===== config.mk =====
export PLATFORM = sky130hd
export DESIGN_NAME = async_oneway_receiver_flat
export DESIGN_NICKNAME = d
export VERILOG_FILES = /design/src/rtl/async_oneway_receiver_if.sv /design/src/rtl/async_oneway_receiver.sv /design/src/flat_wrapper.sv
export SDC_FILE = /design/constraint.sdc
export NUM_CORES = 1
export LEC_CHECK = 0
export ABC_AREA = 1
export BUFFER_PORTS_ARGS = -buffer_cell sky130_fd_sc_hd__buf_2
export CAP_MARGIN = 0
export CELL_PAD_IN_SITES_DETAIL_PLACEMENT = 0
export CELL_PAD_IN_SITES_GLOBAL_PLACEMENT = 1
export CORE_AREA = 4 4 99 147
export CTS_CLUSTER_DIAMETER = 60
export DETAILED_ROUTE_END_ITERATION = 7
export DIE_AREA = 0 0 103 151
export PLACE_DENSITY_LB_ADDON = 0.1
export SYNTH_ARGS = -nofsm -noshare
export SYNTH_HDL_FRONTEND = slang
export SYNTH_SLANG_ARGS = --single-unit

===== constraint.sdc =====
create_clock -name clk_recv -period 1.4 [get_ports clk_recv]
set_clock_uncertainty 0.1 [all_clocks]
set_input_delay 0 -clock clk_recv [delete_from_list [all_inputs] [get_ports clk_recv]]
set_output_delay 0 -clock clk_recv [all_outputs]
set_load 0.1 [all_outputs]

===== src/rtl/async_oneway_receiver_if.sv =====
// async_oneway_receiver_if: one-way 6-bit packet link and reassembled datagram outputs
interface async_oneway_receiver_if #(
    parameter int MESSAGE_SIZE = 48
);
    logic [5:0]              packet_in;
    logic                    packet_pulse;
    logic                    transmit_ctrl;
    logic [MESSAGE_SIZE-1:0] datagram_out;
    logic                    datagram_valid;
    logic                    frame_error;
    logic                    busy;

    modport master (
        output packet_in, packet_pulse, transmit_ctrl,
        input  datagram_out, datagram_valid, frame_error, busy
    );

    modport slave (
        input  packet_in, packet_pulse, transmit_ctrl,
        output datagram_out, datagram_valid, frame_error, busy
    );
endinterface


===== src/rtl/async_oneway_receiver.sv =====
// async_oneway_receiver: synchronises link strobes and reassembles LSB-first 6-bit packets into a datagram
module async_oneway_receiver #(
    parameter int MESSAGE_SIZE = 48,
    parameter int SYNC_STAGES  = 2
) (
    input logic                    clk_recv,
    input logic                    rst,
    async_oneway_receiver_if.slave link
);
    localparam int N  = (MESSAGE_SIZE + 5) / 6;
    localparam int W  = 6 * N;
    localparam int CW = $clog2(N + 1);

    typedef enum logic [1:0] {IDLE, RECV, DONE} state_t;

    state_t                  state;
    logic [CW-1:0]           pkt_cnt;
    logic [W-1:0]            buffer;
    logic [SYNC_STAGES-1:0]  pulse_sync, ctrl_sync;
    logic                    pulse_prev, ctrl_prev;
    logic [MESSAGE_SIZE-1:0] datagram;
    logic                    valid, error, busy;
    logic                    pulse_rise, ctrl_rise, ctrl_fall, last_pkt;

    assign pulse_rise = pulse_sync[SYNC_STAGES-1] & ~pulse_prev;
    assign ctrl_rise  = ctrl_sync[SYNC_STAGES-1] & ~ctrl_prev;
    assign ctrl_fall  = ~ctrl_sync[SYNC_STAGES-1] & ctrl_prev;
    assign last_pkt   = pkt_cnt == CW'(N - 1);

    always_ff @(posedge clk_recv) begin
        if (rst) begin
            state      <= IDLE;
            pkt_cnt    <= '0;
            buffer     <= '0;
            pulse_sync <= '0;
            ctrl_sync  <= '0;
            pulse_prev <= 1'b0;
            ctrl_prev  <= 1'b0;
            datagram   <= '0;
            valid      <= 1'b0;
            error      <= 1'b0;
            busy       <= 1'b0;
        end else begin
            pulse_sync <= {pulse_sync[SYNC_STAGES-2:0], link.packet_pulse};
            ctrl_sync  <= {ctrl_sync[SYNC_STAGES-2:0], link.transmit_ctrl};
            pulse_prev <= pulse_sync[SYNC_STAGES-1];
            ctrl_prev  <= ctrl_sync[SYNC_STAGES-1];
            valid      <= 1'b0;
            error      <= 1'b0;
            unique case (state)
                IDLE: if (ctrl_rise) begin
                    state   <= RECV;
                    busy    <= 1'b1;
                    pkt_cnt <= '0;
                    buffer  <= '0;
                end
                RECV: if (ctrl_rise) begin
                    pkt_cnt <= '0;
                    buffer  <= '0;
                end else if (pulse_rise) begin
                    // packet_in has been stable for SYNC_STAGES cycles by the time the synced edge shows up
                    buffer  <= {link.packet_in, buffer[W-1:6]};
                    pkt_cnt <= pkt_cnt + CW'(1);
                    if (last_pkt) begin
                        state <= DONE;
                        busy  <= 1'b0;
                    end
                end else if (ctrl_fall) begin
                    state <= IDLE;
                    busy  <= 1'b0;
                    error <= 1'b1;
                end
                DONE: begin
                    datagram <= buffer[MESSAGE_SIZE-1:0];
                    valid    <= 1'b1;
                    state    <= IDLE;
                end
                default: state <= IDLE;
            endcase
        end
    end

    assign link.datagram_out   = datagram;
    assign link.datagram_valid = valid;
    assign link.frame_error    = error;
    assign link.busy           = busy;
endmodule


===== src/flat_wrapper.sv =====
// flat-port wrapper written by rule: the top's interface ports become plain ports
module async_oneway_receiver_flat 
#(
    parameter int MESSAGE_SIZE = 48,
    parameter int SYNC_STAGES  = 2
)
  (clk_recv, rst, link_packet_in, link_packet_pulse, link_transmit_ctrl, link_datagram_out, link_datagram_valid, link_frame_error, link_busy);
  async_oneway_receiver_if #(.MESSAGE_SIZE(MESSAGE_SIZE)) link_i ();
  input logic clk_recv;
  input logic rst;
  input wire logic [$bits(link_i.packet_in)-1:0] link_packet_in;
  input wire logic [$bits(link_i.packet_pulse)-1:0] link_packet_pulse;
  input wire logic [$bits(link_i.transmit_ctrl)-1:0] link_transmit_ctrl;
  output wire logic [$bits(link_i.datagram_out)-1:0] link_datagram_out;
  output wire logic [$bits(link_i.datagram_valid)-1:0] link_datagram_valid;
  output wire logic [$bits(link_i.frame_error)-1:0] link_frame_error;
  output wire logic [$bits(link_i.busy)-1:0] link_busy;
  assign link_i.packet_in = link_packet_in;
  assign link_i.packet_pulse = link_packet_pulse;
  assign link_i.transmit_ctrl = link_transmit_ctrl;
  assign link_datagram_out = link_i.datagram_out;
  assign link_datagram_valid = link_i.datagram_valid;
  assign link_frame_error = link_i.frame_error;
  assign link_busy = link_i.busy;
  async_oneway_receiver #(.MESSAGE_SIZE(MESSAGE_SIZE), .SYNC_STAGES(SYNC_STAGES)) u_core (.clk_recv(clk_recv), .rst(rst), .link(link_i));
endmodule

# --- Word-level counts from Yosys, hierarchy flattened ---
# Cells that the tools add are included.
totals:
  wordCells: 55
  out_inout_bits: 51
  mem_bits_ro: 0
  mem_bits_rw: 0
  ff_bits: 111
  in_bits: 10
  n_memories: 0
  latch_bits: 0
op_classes:
  n_div: 0
  shifts: 0
  add_sub_neg: 1
  order_cmp: 0
  n_eq_ne: 8
  n_bitwise: 7
  n_mux: 22
  n_reduce_logical: 6
  mul: 0
op_table:
  columns: ["op", "count"]
  rows:
  - ["48-bit 2-to-1 mux", 3]
  - ["48-bit one-hot mux with 2 select lines", 1]
  - ["4-bit 2-to-1 mux", 3]
  - ["2-bit 2-to-1 mux", 5]
  - ["4-bit one-hot mux with 2 select lines", 1]
  - ["1-bit 2-to-1 mux", 7]
  - ["3-bit by 1-bit inequality test with 1-bit output, second input constant", 2]
  - ["5-bit AND reduction", 1]
  - ["4-bit by 1-bit adder with 4-bit output, second input constant", 1]
  - ["4-bit by 3-bit == test with 1-bit output, second input constant", 1]
  - ["1-bit inverter", 4]
  - ["2-bit one-hot mux with 2 select lines", 1]
  - ["4-bit AND reduction", 1]
  - ["4-bit OR reduction", 1]
  - ["1-bit bitwise AND", 3]
  - ["3-bit inequality test, second input constant", 1]
  - ["3-bit AND reduction", 1]
  - ["2-bit by 1-bit == test with 1-bit output, second input constant", 1]
  - ["2-bit == test, second input constant", 1]
  - ["2-bit logical NOT", 1]
  - ["2-bit by 1-bit inequality test with 1-bit output, second input constant", 1]
  - ["2-bit inequality test, second input constant", 1]
  - ["1-bit one-hot mux with 2 select lines", 1]
  - ["2-bit nonzero test", 1]

# --- Longest topological paths before layout ---
logic_depth:
  word_depth: 6
  mapped_depth: 8
  mapped_depth_nobuf: 7

# --- Worst setup path after synthesis ---
# Ideal clock, no wire load.
synth_path:
  path_type: "register -> register"
  start: "register u_core.link.datagram_out[6] (netlist name)"
  end: "register u_core.datagram[6] (netlist: u_core.link.datagram_out[6])"
  arrival_time_ns: 1.195
  path_slack_ns: 0.019
  setup_time_ns: 0.086
  path_stages_with_launch: 3
  t_required_ns: 1.214
  n_path_buf: 0
  path_cell_list: "dfxtp_1 > nor2_1 > a211oi_1"
synth_rtl:
  columns: ["element", "line", "source"]
  rows:
  - ["end signal, assigned", "async_oneway_receiver.sv:74", "datagram <= buffer[MESSAGE_SIZE-1:0];"]
  - ["end, declared", "async_oneway_receiver.sv:21", "logic [MESSAGE_SIZE-1:0] datagram;"]

# --- Worst setup path after layout ---
layout_path:
  start: "register u_core.state[0]"
  end: "register u_core.buffer[6]"
layout_via:
  elab_chain_len: 3
  elab_cells_between_ends: 7
  cone_classes: "eq/ne (3); mux (1); reduce/logical (3)"
layout_rtl:
  columns: ["element", "line", "source"]
  rows:
  - ["start, declared", "async_oneway_receiver.sv:16", "state_t state;"]
  - ["start signal, assigned", "async_oneway_receiver.sv:32", "state <= IDLE;"]
  - ["start signal, assigned", "async_oneway_receiver.sv:52", "state <= RECV;"]
  - ["start signal, assigned", "async_oneway_receiver.sv:65", "state <= DONE;"]
  - ["2-bit by 1-bit == test with 1-bit output or 2-bit logical NOT (tied branches)", "async_oneway_receiver.sv:50", "unique case (state)"]
  - ["3-bit by 1-bit inequality test with 1-bit output (no line) (tied with other cells)", null, null]
  - ["3-bit AND reduction (no line)", null, null]
  - ["end signal, assigned", "async_oneway_receiver.sv:62", "buffer <= {link.packet_in, buffer[W-1:6]};"]
  - ["end, declared", "async_oneway_receiver.sv:18", "logic [W-1:0] buffer;"]
# Several ways; a longest one is shown, not always the timed one.
# A chain may end at the register's enable or synchronous reset.

==> metrics <==
status completed; leakage power 0.00195 uW; pwr dens 1190 nW/um2; NetSw around 1400 uW; FP Rows 52; max_cap viols 0; Gate power share 0.069; Worst R2R Start u_core.state[0]; Wirelength per Cell between 10 and 15 um; TritonCTS buffer count 9; Clock power frac 0.411; Req. time, crit path 1.58 ns; Design Power 6140 uW; Synth Warn # 0; count of input and output buffers 60; Mapped Area between 3000 and 4000 um2; Seq pwr share 0.520; H-tree depth 3; vias in the first global route 3266; CP Cell Sequence inv_2 -> nor2_4 -> nand2_4 -> nor2_4 -> buf_12 -> clkbuf_16 -> nand2_1 -> a21oi_1; Ports 61; clock slew at the register clock pins of the worst setup and hold paths roughly 0.070 ns; Crit path max-delay family simple AND/OR/NAND/NOR gates; Nets 587; syn_nets 508; total gr overflow 0; initial antenna violation count 0; switch share 0.230; die extent in x 103 um; Residual DRC 0; root buffer cell clkbuf_16; CP max FO 10; post-synthesis sequential area ratio 0.568; Peak VDD IR ~0.57 mV; Final Hold Viols 0; total wire length 10100 um; post-route ant nets 0; hold wc startpoint link_transmit_ctrl; Die ar. between 15000 and 20000 um2; Final period util 0.998; Max Fclk slightly above 0.7 GHz; Critical Path Start Type flip-flop; Final min period 1.40 ns; Worst path most repeated cell nor2_4; GP Congestion 0.750; worst-margin pin slew 0.491 ns; WS Path Type reg2reg; critical path launch point u_core.state[0]; HPWL Detailed between 6000 and 7000 um; post-synthesis register bit count 111; Longest Clk Path Bufs 2; initial core utilization 0.292; TritonCTS clock tree built; first-pass GRT wire length 16100 um; critical path buffer and inverter count 3; chip height 151 um; Finished Core Util 0.386; Final Max Tran Viols 0; peak per-stage delay on the critical path 0.33 ns; DRT iter0 DRCs 117; worst min-delay path class in2reg; final hold slack 0.291 ns; later-pin clock latency in the skew report 0.34 ns; Netlist cell types 19; largest net degree at the start of global routing 57; Slew headroom 0.675; Post-Synthesis Cells 497; first-pass detailed-route iteration total 4; area added between synthesis and finish 32.2%; CORE AREA 13400 um2; final setup vio count 0; ratio of cells with drive above 1 in the final layout 0.232; # diodes 0; Post-Syn Area per Cell 7.87 um2; via/cell ratio 4.60; Int Power 4730 uW; crit path DAT around 1.6 ns; CP Capture Type flip-flop; TritonCTS sink count roughly 110; Slowest cell on crit path dfxtp_2; RSZ-0062 raised after global routing true; Total Routing Usage GR 0.132; Vias 3416
## final cells by class
cell class / instances / area, um2
clock buffer: 10 / 229
fill: 1432 / 8230
tap: 162 / 203
sequential: 111 / 2230
multi-input combinational: 339 / 1550
inverter: 13 / 48.8
clock inverter: 6 / 58.8
timing repair buffer: 102 / 856
## logic make-up after synthesis
family / after synthesis / synth area share
xor+xnor: 1 / 0.00224
simple gates: 233 / 0.236
flops: 111 / 0.568
compound gates: 104 / 0.135
buf+inv: 47 / 0.0554
fa+ha+maj: 1 / 0.00320
## power by group through the flow
stage | Combinational (uW) | Clock (uW) | Sequential (uW)
floorplan | 173 | 0 | 3310
CTS | 387 | 2640 | 3190
global placement | 357 | 0 | 3270
finish | 422 | 2520 | 3190
detailed placement | 359 | 0 | 3270
global route | 461 | 2760 | 3190
## worst paths after layout
kind | end | slack (ns) | cells after the start
worst max-delay path | u_core.buffer[6] | 0.003 | 8
worst min-delay path | u_core.ctrl_sync[0] | 0.29 | 4
worst max register to register | u_core.buffer[6] | 0.003 | 8
worst min register to register | u_core.ctrl_sync[1] | 0.30 | 2
## worst register-to-register path: cells and delay by family, from the launching register on
| family | cells | cell delay [ns] |
|---|---|---|
| simple gates | 4 | 0.45 |
| buf+inv | 3 | 0.32 |
| compound gates | 1 | 0.14 |
| flops | 1 | 0.33 |
## repair_timing
action / in CTS / in global routing
endpoints found under the hold margin: 31 / 0
hold buffers: 9 / 0
resized for setup: 8 / 21
setup buffers: 0 / 7
setup endpoints to repair: 99 / 100
cloned: 0 / 4
pin swaps: 2 / 18
## layer usage
layer | wire length [um] | GRT usage | vias up | part of all wire
li1 | - | - | 1758 | -
met1 | 4500 | 0.162 | 1600 | 0.44
met2 | 5160 | 0.223 | 45 | 0.51
met3 | 314 | 0.0244 | 13 | 0.031
met4 | 170 | 0.0544 | 0 | 0.017
met5 | 0 | 0 | - | 0
## stage by stage
stage               setup slack, ns  cells  TNS [ns]  instance area [um2]
finish                      0.00302    743         0                 5170
global route                -0.0531    743     -1.97                 5170
CTS                         -0.0142    732   -0.0243                 4940
global placement            -0.0479    707     -1.74                 4540
detailed placement          -0.0591    707     -2.65                 4540
floorplan                    0.0190    497         0                 3910
## cell usage in the layout, fill, tap and decap left out
cell	Yosys	layout
nor2_1	14	13
inv_1	11	9
a211oi_1	1	1
nor2_2	2	1
nand2_2	0	3
xor2_1	1	1
clkbuf_1	14	1
inv_6	0	1
clkbuf_16	0	13
buf_12	0	11
nor3_1	2	2
inv_2	2	4
dfxtp_4	0	1
dfxtp_2	0	2
nand3_1	5	4
bufinv_16	0	1
ha_1	1	1
o21ai_2	1	1
buf_6	0	2
buf_4	6	17
nand4_1	11	11
nand2_1	198	193
nand3_2	0	1
nand2_4	0	2
a21oi_2	0	9
o21ai_1	0	2
buf_2	14	59
a21oi_1	100	91
dfxtp_1	111	108
nor2_4	1	3
clkinv_2	0	4
dlygate4sd3_1	0	9
## synthesized netlist by cell type
library cell	n	share of area
inv_1	11	0.011
o21ai_0	2	0.0026
buf_2	14	0.018
dfxtp_1	111	0.57
a211oi_1	1	0.0019
nor2_4	1	0.0029
inv_2	2	0.0019
ha_1	1	0.0032
clkbuf_1	14	0.013
nand4_1	11	0.018
xor2_1	1	0.0022
nand2_1	198	0.19
o21ai_2	1	0.0022
nor3_1	2	0.0026
nor2_1	14	0.013
nand3_1	5	0.0064
buf_4	6	0.012
a21oi_1	100	0.13
nor2_2	2	0.0032
## flip-flops by register name, summed over array words and instances, names as in the netlist
| signal | count |
|---|---|
| u_core.buffer | 48 |
| u_core.link.datagram_valid | 1 |
| u_core.pulse_sync | 2 |
| u_core.state | 2 |
| u_core.pkt_cnt | 4 |
| u_core.ctrl_sync | 2 |
| u_core.link.frame_error | 1 |
| u_core.pulse_prev | 1 |
| u_core.link.datagram_out | 48 |
| u_core.ctrl_prev | 1 |
| u_core.link.busy | 1 |
(Power assumes the default switching activity.)
